[src/rtl/seq_pattern_gen.sv]
// rtl/seq_pattern_gen.sv - serial pattern generator with repeat count, inter-pattern gap and abort
// Define SEQ_GEN_LOOP_EN to make count==0 repeat the pattern until abort or reset.
module seq_pattern_gen #(
  parameter int              PAT_W   = 4,
  parameter logic [PAT_W-1:0] PATTERN = 4'b0110,
  parameter int              GAP     = 2
) (
  input  logic       clk,
  input  logic       reset,
  input  logic       start,
  input  logic [3:0] count,
  input  logic       abort,
  output logic       x,
  output logic       valid,
  output logic       busy,
  output logic       done
);

  localparam int             IW       = $clog2(PAT_W);
  localparam logic [IW-1:0]  IDX_TOP  = IW'(PAT_W - 1);
  localparam logic [3:0]     GAP_LAST = 4'(GAP - 1);
`ifdef SEQ_GEN_LOOP_EN
  localparam bit LOOP_EN = 1'b1;
`else
  localparam bit LOOP_EN = 1'b0;
`endif

  typedef enum logic [1:0] {S_IDLE, S_SHIFT, S_GAP, S_DONE} state_t;

  state_t        state;
  logic [IW-1:0] idx;
  logic [3:0]    remaining;
  logic [3:0]    gap_cnt;
  logic          loop_mode;
  logic          more;

  // another repetition follows the one currently finishing
  assign more = loop_mode || (remaining > 4'd1);

  always_ff @(posedge clk or posedge reset) begin
    if (reset) begin
      state     <= S_IDLE;
      idx       <= '0;
      remaining <= '0;
      gap_cnt   <= '0;
      loop_mode <= 1'b0;
      x         <= 1'b1;
      valid     <= 1'b0;
      busy      <= 1'b0;
      done      <= 1'b0;
    end else begin
      case (state)
        S_IDLE: begin
          if (start && !abort) begin
            remaining <= count;
            loop_mode <= LOOP_EN && (count == 4'd0);
            idx       <= IDX_TOP;
            busy      <= 1'b1;
            if (count != 4'd0 || LOOP_EN) begin
              state <= S_SHIFT;
              x     <= PATTERN[IDX_TOP];
              valid <= 1'b1;
            end else begin
              state <= S_DONE;
              done  <= 1'b1;
            end
          end
        end
        S_SHIFT: begin
          if (abort) begin
            state     <= S_IDLE;
            x         <= 1'b1;
            valid     <= 1'b0;
            busy      <= 1'b0;
            loop_mode <= 1'b0;
          end else if (idx != '0) begin
            idx <= idx - 1'b1;
            x   <= PATTERN[idx - 1'b1];
          end else begin
            if (!loop_mode) remaining <= remaining - 4'd1;
            if (!more) begin
              state <= S_DONE;
              x     <= 1'b1;
              valid <= 1'b0;
              done  <= 1'b1;
            end else if (GAP > 0) begin
              state   <= S_GAP;
              gap_cnt <= GAP_LAST;
              x       <= 1'b1;
              valid   <= 1'b0;
            end else begin
              idx <= IDX_TOP;
              x   <= PATTERN[IDX_TOP];
            end
          end
        end
        S_GAP: begin
          if (abort) begin
            state     <= S_IDLE;
            busy      <= 1'b0;
            loop_mode <= 1'b0;
          end else if (gap_cnt == 4'd0) begin
            state <= S_SHIFT;
            idx   <= IDX_TOP;
            x     <= PATTERN[IDX_TOP];
            valid <= 1'b1;
          end else begin
            gap_cnt <= gap_cnt - 4'd1;
          end
        end
        S_DONE: begin
          state <= S_IDLE;
          done  <= 1'b0;
          busy  <= 1'b0;
        end
        default: state <= S_IDLE;
      endcase
    end
  end

endmodule

[config.mk]
export PLATFORM = sky130hd
export DESIGN_NAME = seq_pattern_gen
export DESIGN_NICKNAME = d
export VERILOG_FILES = /design/src/rtl/seq_pattern_gen.sv
export SDC_FILE = /design/constraint.sdc
export NUM_CORES = 1
export LEC_CHECK = 0
export BUFFER_PORTS_ARGS = -buffer_cell sky130_fd_sc_hd__buf_2
export CORE_MARGIN = 1.5
export CORE_UTILIZATION = 57
export CTS_CLUSTER_DIAMETER = 60
export CTS_CLUSTER_SIZE = 30
export DETAILED_ROUTE_END_ITERATION = 10
export PLACE_DENSITY = 0.82
export SYNTH_ARGS = -nofsm -noshare
export SYNTH_HDL_FRONTEND = slang
export SYNTH_SLANG_ARGS = --single-unit
[constraint.sdc]
create_clock -name clk -period 2.4 [get_ports clk]
set_clock_uncertainty 0.2 [all_clocks]
set_input_delay 0.6 -clock clk [delete_from_list [all_inputs] [get_ports clk]]
set_output_delay 0.6 -clock clk [all_outputs]
set_load 0.02 [all_outputs]
==> results.py, run 1 <==
metrics = {
    "run_status": {
        "status": "complete, no violations",
    },
    "synth": {
        "syn_area_um2": 1140,
        "ys_types": 36,
        "synth-edff-count": 0,
        "synthFlopType": "dfrtp_1",
        "syn_nets": 147,
        "postSynthCellCount": 128,
        "synthArstFlopShare": 1.00,
        "ys_ff_latch": 16,
        "yosysSeqAreaShare": 0.353,
        "ys_warn_count": 0,
        "avgSynthCellArea_um2": 8.89,
    },
    "detailed_routing": {
        "num_vias": 936,
        "wl_met1_um": 986,
        "dr_wl_met2_um": 977,
        "avgRoutedWirePerCell_um": 12.6,
        "route.detailed.drc": 0,
        "post_drt_via_cell_ratio": 5.67,
        "first_pass_iters": 4,
        "postRouteWirelength_um": 2080,
        "ant_nets": 0,
        "highest_layer": "met4",
        "drtIter0Drc": 26,
        "met3_length_um": 78,
    },
    "clock_tree": {
        "holdBufCountCts": 0,
        "cts_buffers": 3,
        "clkSinkCount": 16,
        "h-tree-depth": 1,
        "cts_buffer_depth": 2,
        "cts_tree": "yes",
        "cts-resized-gates": 0,
        "cts.clk_slew.worst_paths_ns": 0.10,
        "ctsRootBufferMaster": "clkbuf_4",
        "clkLatencyLatePin_ns": 0.29,
        "postCtsSetupBuffers": 0,
    },
    "floorplan": {
        "die_x_um": 47.7,
        "rows": 15,
        "fp.dieArea_um2": 2270,
        "die_h_um": 47.7,
        "core_um2": 1800,
        "io-pin-count": 12,
        "start_util": 0.631,
    },
    "finish": {
        "post-route-util": 0.693,
        "final_nets": 160,
        "diodes": 0,
        "layout.cells.non_filler": 165,
        "synthToLayoutAreaGrowth_pct": 9.79,
        "drive_above_1_share": 0.179,
    },
    "setup_path": {
        "required_ns": 2.38,
        "setup.worst_path.start": "state[0]",
        "cp_max_fo": 11,
        "crit_type": "register to register",
        "worstSetupStartpointType": "register",
        "path_buf_inv": 1,
        "cpMaxStageDelayCell": "a2111oi_4",
        "cp_cell_sequence": "inv_1, ha_1, nor2b_1, a2111oi_4, o21ai_0, nand2_1, o21ai_1",
        "crit_arrival_ns": 2.14,
        "worst_setup_path_end_kind": "register",
        "crit_family": "compound AO/OA/AOI/OAI gates",
        "rr_startpoint": "state[0]",
        "slowest_delay_ns": 0.50,
    },
    "sta": {
        "fin_crit_sh": 0.899,
        "totalNegativeSetupSlack_ns": 0,
        "drv_slew": 0,
        "period_minus_slack_ns": 2.16,
        "worstMarginPinSlew_ns": 0.615,
        "setup_viol": 0,
        "slew_headroom": 0.589,
        "hold_viol_final": 0,
        "clock.fmax_mhz": 463,
        "fin_ws_ns": 0.242,
        "rsz0062_at_grt": "no",
    },
    "place": {
        "place_ws_ns": 0.259,
        "io_buffers": 11,
        "placed_cells": 161,
        "dpl.hpwl_um": 1570,
        "place.gp.congestion": 0.877,
    },
    "global_route": {
        "gr-total-overflow": 0,
        "grt_first_pass_wirelength_um": 3480,
        "grt_pass1_vias": 826,
        "grt_antenna_before_repair": 0,
        "grt_max_degree": 17,
        "track_usage": 0.222,
    },
    "pwr": {
        "finalPower_uw": 1560,
        "p_per_area_nw_per_um2": 1250,
        "peakVddDrop_mv": 0.814,
        "power.leakage_uw": 0.000580,
    },
    "job": {
        "drv_cap": 0,
    },
    "min_path": {
        "hp-class": "input pin to async pin",
    },
}
cell families after synthesis:
group	count (synthesis)	synth area share
compound gates	35	0.208
fa+ha+maj	11	0.121
buf+inv	20	0.0726
flops	16	0.353
mux	6	0.0594
simple gates	40	0.186
cell type report:
type / instances / area (um^2)
Multi-Input combinational cell: 92 / 653
Fill cell: 152 / 553
Sequential cell: 16 / 402
Timing Repair Buffer: 13 / 70.1
Inverter: 15 / 56.3
Clock buffer: 4 / 36.3
Tap cell: 25 / 31.3
cells in the mapped netlist (all sizes together) (2+ instances only):
cell | number | area, um^2
a21oi | 9 | 45.0
buf | 4 | 22.5
dfrtp | 15 | 375
ha | 11 | 138
inv | 15 | 56.3
mux2 | 3 | 37.5
mux2i | 3 | 30.0
nand2 | 14 | 52.6
nand2b | 6 | 37.5
nand3 | 3 | 15.0
nor2 | 6 | 22.5
nor2b | 2 | 12.5
nor3 | 2 | 10.0
nor4 | 2 | 18.8
o21ai | 15 | 75.1
o31ai | 2 | 15.0
final timing paths:
check                           slack, ns  cells past startpoint            to
max in group asynchronous            1.44                      2      state[0]
worst min register to register       0.27                      2             x
worst max-delay path                 0.24                      7  remaining[0]
worst max register to register       0.24                      7  remaining[0]
worst min-delay path                 0.17                      2        idx[0]
min in group clk                     0.27                      2             x
sequential cells by signal (all words and copies together), names as in the netlist:
| register | flops |
|---|---|
| valid | 1 |
| state | 2 |
| done | 1 |
| remaining | 4 |
| gap_cnt | 4 |
| busy | 1 |
| x | 1 |
| idx | 2 |
metal layers:
metal  global-route usage  vias up
met5                    0        -
li1                     -      463
met4                0.103        0
met2                0.359       26
met3               0.0491        5
met1                0.283      442
where the power goes:
part | switching, uW | leakage (uW) | internal (uW)
clock network | 87.0 | 0.0000210 | 92.5
logic | 504 | 0.000372 | 389
registers | 95.6 | 0.000187 | 390
cells in the final DEF, fill, tap and decap left out, types with 2 or more instances in the layout:
| master | instances |
|---|---|
| a21oi_1 | 9 |
| buf_2 | 11 |
| buf_4 | 2 |
| clkbuf_4 | 3 |
| dfrtp_1 | 15 |
| ha_1 | 11 |
| inv_1 | 15 |
| mux2_2 | 2 |
| mux2i_1 | 3 |
| nand2_1 | 14 |
| nand2b_1 | 6 |
| nand3_1 | 3 |
| nor2_1 | 6 |
| nor2b_1 | 2 |
| nor3_1 | 2 |
| o21ai_0 | 11 |
| o21ai_1 | 4 |
| o31ai_1 | 2 |
stage by stage:
stage	instance area [um^2]	hold slack [ns]
CTS	1250	0.185
detailed placement	1210	0.258
global route	1250	0.220
floorplan	1140	0.281
global placement	1210	0.248
finish	1250	0.166
No activity file was read; power rests on OpenSTA's default activity.
==> run 2: changes to the inputs <==
--- a/config.mk
+++ b/config.mk
@@ -7,11 +7,11 @@
 export LEC_CHECK = 0
 export BUFFER_PORTS_ARGS = -buffer_cell sky130_fd_sc_hd__buf_2
 export CORE_MARGIN = 1.5
-export CORE_UTILIZATION = 57
-export CTS_CLUSTER_DIAMETER = 60
+export CORE_UTILIZATION = 60
+export CTS_CLUSTER_DIAMETER = 50
 export CTS_CLUSTER_SIZE = 30
 export DETAILED_ROUTE_END_ITERATION = 10
-export PLACE_DENSITY = 0.82
+export PLACE_DENSITY = 0.85
 export SYNTH_ARGS = -nofsm -noshare
 export SYNTH_HDL_FRONTEND = slang
 export SYNTH_SLANG_ARGS = --single-unit
==> constraint.sdc (replaced) <==
create_clock -name clk -period 2.69 [get_ports clk]
set_clock_uncertainty 0.2 [all_clocks]
set_input_delay 0.6725 -clock clk [delete_from_list [all_inputs] [get_ports clk]]
set_output_delay 0.6725 -clock clk [all_outputs]
set_load 0.02 [all_outputs]
==> run 2 against run 1 <==
Effect of this change:
- clock-buffer cell count unchanged
- die area down 4.7%
- utilization up 1.2 points
- setup slack better by 0.14 ns
- largest power group unchanged
==> results.py, run 2 (synthesized netlist as in run 1, its figures left out) <==
metrics = {
    "min_path": {
        "hp-class": "input pin to async pin",
    },
    "global_route": {
        "grt_antenna_before_repair": 0,
        "grt_pass1_vias": 889,
        "grt_first_pass_wirelength_um": 3910,
        "grt_max_degree": 17,
        "gr-total-overflow": 0,
        "track_usage": 0.267,
    },
    "setup_path": {
        "crit_arrival_ns": 2.29,
        "worstSetupStartpointType": "register",
        "cp_max_fo": 13,
        "required_ns": 2.67,
        "crit_type": "register to register",
        "worst_setup_path_end_kind": "register",
    },
    "clock_tree": {
        "holdBufCountCts": 0,
        "cts-resized-gates": 0,
        "cts.clk_slew.worst_paths_ns": 0.08,
        "cts_buffers": 3,
        "postCtsSetupBuffers": 0,
        "clkSinkCount": 16,
        "cts_buffer_depth": 2,
        "clkLatencyLatePin_ns": 0.29,
        "cts_tree": "yes",
        "ctsRootBufferMaster": "clkbuf_4",
        "h-tree-depth": 1,
    },
    "sta": {
        "period_minus_slack_ns": 2.31,
        "slew_headroom": 0.589,
        "drv_slew": 0,
        "fin_ws_ns": 0.380,
        "worstMarginPinSlew_ns": 0.615,
        "fin_crit_sh": 0.859,
        "rsz0062_at_grt": "no",
        "setup_viol": 0,
        "totalNegativeSetupSlack_ns": 0,
        "clock.fmax_mhz": 433,
        "hold_viol_final": 0,
    },
    "detailed_routing": {
        "avgRoutedWirePerCell_um": 14.0,
        "post_drt_via_cell_ratio": 5.68,
        "first_pass_iters": 4,
        "num_vias": 932,
        "postRouteWirelength_um": 2300,
        "ant_nets": 0,
        "route.detailed.drc": 0,
        "drtIter0Drc": 26,
    },
    "job": {
        "drv_cap": 0,
    },
    "place": {
        "place_ws_ns": 0.404,
        "place.gp.congestion": 0.855,
        "dpl.hpwl_um": 1750,
        "io_buffers": 11,
    },
    "pwr": {
        "power.leakage_uw": 0.000569,
        "p_clk_frac": 0.096,
        "peakVddDrop_mv": 0.750,
        "pwr-share-comb": 0.586,
        "switching_share": 0.458,
        "p_per_area_nw_per_um2": 1110,
        "seq_power_share": 0.318,
        "switching_power_uw": 628,
        "p_int_uw": 744,
    },
    "floorplan": {
        "rows": 15,
        "fp.dieArea_um2": 2170,
        "die_x_um": 46.5,
        "io-pin-count": 12,
        "core_um2": 1750,
        "start_util": 0.652,
        "die_h_um": 46.5,
    },
    "finish": {
        "synthToLayoutAreaGrowth_pct": 8.25,
        "drive_above_1_share": 0.165,
        "biggestRegsByFlops": "gap_cnt: 4 flops, remaining: 4 flops",
        "final_nets": 159,
        "mostFrequentLayoutCells": "inv_1 (15), dfrtp_1 (15), nand2_1 (14)",
        "diodes": 0,
        "filler_cell_count": 148,
    },
    "run_status": {
        "status": "complete, no violations",
    },
}
## run 2: final timing paths
| kind | start | endpoint | slack [ns] | cells past startpoint |
|---|---|---|---|---|
| worst min-delay path | reset | remaining[2] | 0.24 | 2 |
| max in group asynchronous | reset | gap_cnt[2] | 1.66 | 2 |
| min in group clk | x | x | 0.27 | 2 |
| worst max-delay path | state[1] | remaining[0] | 0.38 | 7 |
| worst max register to register | state[1] | remaining[0] | 0.38 | 7 |
| worst min register to register | x | x | 0.27 | 2 |
## run 2: layout make-up
type	instances	area, um^2	area share
tap	25	31.3	0.0254
sequential	16	402	0.326
timing repair buffer	12	62.6	0.0508
inverter	15	56.3	0.0457
multi-input combinational	92	653	0.530
clock buffer	4	26.3	0.0213
## run 2: power groups by stage
stage	sequential [uW]	clock, uW	combinational, uW
finish	436	132	804
global route	450	145	908
CTS	434	136	801
detailed placement	440	0	796
global placement	432	0	749
floorplan	456	0	603
## run 2: per-stage QoR
step                      hold WS [ns]  cell area (um^2)  power [uW]   util  cells
final                            0.238              1230        1370  0.705    164
after global routing             0.290              1230        1500  0.705    164
after CTS                        0.246              1230        1370  0.705    164
after detailed placement         0.264              1200        1240  0.690    160
after global placement           0.249              1200        1180  0.690    160
after floorplan                  0.281              1140        1060      -    128
## run 2: worst max-delay path: stages, from the launching register on
cell and delay (ns):
dfrtp_1 0.43, inv_1 0.12, ha_1 0.46, nor2_1 0.16, a2111oi_4 0.51, o21ai_0 0.17, nand2_1 0.10, o21ai_1 0.06
## run 2: routing by layer
metal  part of all wire  vias to the layer above  GRT usage
met4             0.0078                        0      0.103
li1                   -                      465          -
met1               0.44                      430      0.328
met5                  0                        -          0
met3              0.044                        4     0.0941
met2               0.51                       33      0.428
==> run 3: changes to the inputs <==
--- a/config.mk
+++ b/config.mk
@@ -5,13 +5,14 @@
 export SDC_FILE = /design/constraint.sdc
 export NUM_CORES = 1
 export LEC_CHECK = 0
+export ABC_CLOCK_PERIOD_IN_PS = 2200
 export BUFFER_PORTS_ARGS = -buffer_cell sky130_fd_sc_hd__buf_2
 export CORE_MARGIN = 1.5
-export CORE_UTILIZATION = 60
+export CORE_UTILIZATION = 57
 export CTS_CLUSTER_DIAMETER = 50
 export CTS_CLUSTER_SIZE = 30
 export DETAILED_ROUTE_END_ITERATION = 10
-export PLACE_DENSITY = 0.85
+export PLACE_DENSITY = 0.82
 export SYNTH_ARGS = -nofsm -noshare
 export SYNTH_HDL_FRONTEND = slang
 export SYNTH_SLANG_ARGS = --single-unit
==> constraint.sdc (replaced) <==
create_clock -name clk -period 2.2 [get_ports clk]
set_clock_uncertainty 0.2 [all_clocks]
set_input_delay 0.55 -clock clk [delete_from_list [all_inputs] [get_ports clk]]
set_output_delay 0.55 -clock clk [all_outputs]
set_load 0.02 [all_outputs]
==> run 3 against run 2 <==
Effect of this change:
- utilization decreased by 0.54 points
- sequential cell count unchanged
- maximum frequency increased by 13%
- highest routed layer unchanged
- first-iteration DRC count unchanged
- sequential power increased by 22%
==> results.py, run 3 (synthesized netlist as in run 1, its figures left out) <==
metrics = {
    "floorplan": {
        "io-pin-count": 12,
        "die_h_um": 47.7,
        "rows": 15,
        "core_um2": 1800,
        "start_util": 0.631,
        "fp.dieArea_um2": 2270,
        "die_x_um": 47.7,
    },
    "setup_path": {
        "required_ns": 2.18,
        "worstSetupStartpointType": "register",
        "crit_type": "register to register",
        "slowest_delay_ns": 0.39,
        "rr_startpoint": "gap_cnt[0]",
        "crit_arrival_ns": 2.03,
        "r2r_cells": 7,
        "cpMaxStageDelayCell": "dfrtp_1",
        "worst_setup_path_end_kind": "register",
        "cp_cell_sequence": "inv_1, ha_1, nor3b_2, nand2b_1, a21oi_1, and3_1, mux2_2",
        "rr_endpoint": "idx[0]",
        "r2r_slack_ns": 0.15,
        "cp_max_fo": 4,
    },
    "run_status": {
        "status": "complete, no violations",
    },
    "clock_tree": {
        "cts.clk_slew.worst_paths_ns": 0.10,
        "holdBufCountCts": 0,
        "cts_buffers": 3,
        "ctsRootBufferMaster": "clkbuf_4",
        "cts_tree": "yes",
        "clkLatencyLatePin_ns": 0.29,
        "cts-resized-gates": 0,
        "clkSinkCount": 16,
        "h-tree-depth": 1,
        "cts_buffer_depth": 2,
        "postCtsSetupBuffers": 0,
    },
    "detailed_routing": {
        "num_vias": 952,
        "ant_nets": 0,
        "drtIter0Drc": 26,
        "first_pass_iters": 4,
        "route.detailed.drc": 0,
        "post_drt_via_cell_ratio": 5.67,
        "avgRoutedWirePerCell_um": 14.0,
        "postRouteWirelength_um": 2360,
    },
    "sta": {
        "totalNegativeSetupSlack_ns": 0,
        "slew_headroom": 0.590,
        "period_minus_slack_ns": 2.05,
        "hold_viol_final": 0,
        "clock.fmax_mhz": 488,
        "hold_ws_ns": 0.115,
        "worstMarginPinSlew_ns": 0.615,
        "fin_ws_ns": 0.149,
        "drv_slew": 0,
        "setup_viol": 0,
        "fin_crit_sh": 0.932,
        "rsz0062_at_grt": "no",
    },
    "global_route": {
        "grt_pass1_vias": 929,
        "gr-total-overflow": 0,
        "grt_antenna_before_repair": 0,
        "grt_max_degree": 17,
        "grt_first_pass_wirelength_um": 3920,
        "track_usage": 0.246,
    },
    "pwr": {
        "p_per_area_nw_per_um2": 1370,
        "power.leakage_uw": 0.000589,
        "peakVddDrop_mv": 0.809,
    },
    "finish": {
        "layout.cells.non_filler": 168,
        "synthToLayoutAreaGrowth_pct": 10.9,
        "drive_above_1_share": 0.189,
        "biggestRegsByFlops": "gap_cnt: 4 flops, remaining: 4 flops",
        "mostFrequentLayoutCells": "inv_1 (15), dfrtp_1 (15), nand2_1 (14)",
        "diodes": 0,
        "final_nets": 163,
    },
    "job": {
        "drv_cap": 0,
    },
    "place": {
        "place_ws_ns": 0.159,
        "place.gp.congestion": 0.937,
        "dpl.hpwl_um": 1810,
        "io_buffers": 11,
        "placed_cells": 164,
    },
    "min_path": {
        "hp-class": "input pin to async pin",
    },
}
-- run 3: changes by cell type in the layout (fill, tap and decap cells not counted), sizes merged --
cell	change
buf	+4
-- run 3: power by group --
part | total (uW) | internal [uW] | switching, uW
logic | 1030 | 453 | 572
clock network | 166 | 70.3 | 95.6
registers | 534 | 425 | 109
-- run 3: how the worst max path moves through the flow --
| stage | from | to | slack [ns] | cells past startpoint |
|---|---|---|---|---|
| finish | gap_cnt[0] | idx[0] | 0.15 | 7 |
| global route | gap_cnt[0] | idx[0] | 0.02 | 7 |
| CTS | gap_cnt[0] | idx[0] | 0.15 | 7 |
| detailed placement | gap_cnt[0] | idx[0] | 0.16 | 7 |
| global placement | gap_cnt[0] | idx[1] | 0.20 | 7 |
| floorplan | state[0] | state[0] | 0.31 | 6 |
-- run 3: layout make-up --
cell class | instances | area, um^2
flip-flops and latches | 16 | 402
inverters | 15 | 56.3
multi-input cells | 92 | 653
fillers | 149 | 541
clock buffers | 4 | 26.3
repair buffers | 16 | 92.6
well taps | 25 | 31.3
-- run 3: metal layers --
layer	vias up	wire length, um	global-route usage
li1	470	-	-
met1	449	1040	0.315
met2	29	1190	0.416
met3	4	95	0.0453
met4	0	36	0.0865
met5	-	0	0
-- run 3: per-stage QoR --
stage	total power (uW)	area [um^2]	utilization
floorplan	1290	1140	-
global placement	1510	1230	0.685
detailed placement	1550	1230	0.685
CTS	1730	1260	0.700
global route	1880	1260	0.700
finish	1730	1260	0.700
-- run 3: critical path: cells and delay by family (launching register included) --
| family | cells | cell delay, ns |
|---|---|---|
| AOI/OAI and AO/OA | 1 | 0.15 |
| muxes | 1 | 0.34 |
| and+or+nand+nor | 3 | 0.61 |
| adders and majority gates | 1 | 0.15 |
| buffers and inverters | 1 | 0.11 |
| DFF | 1 | 0.39 |
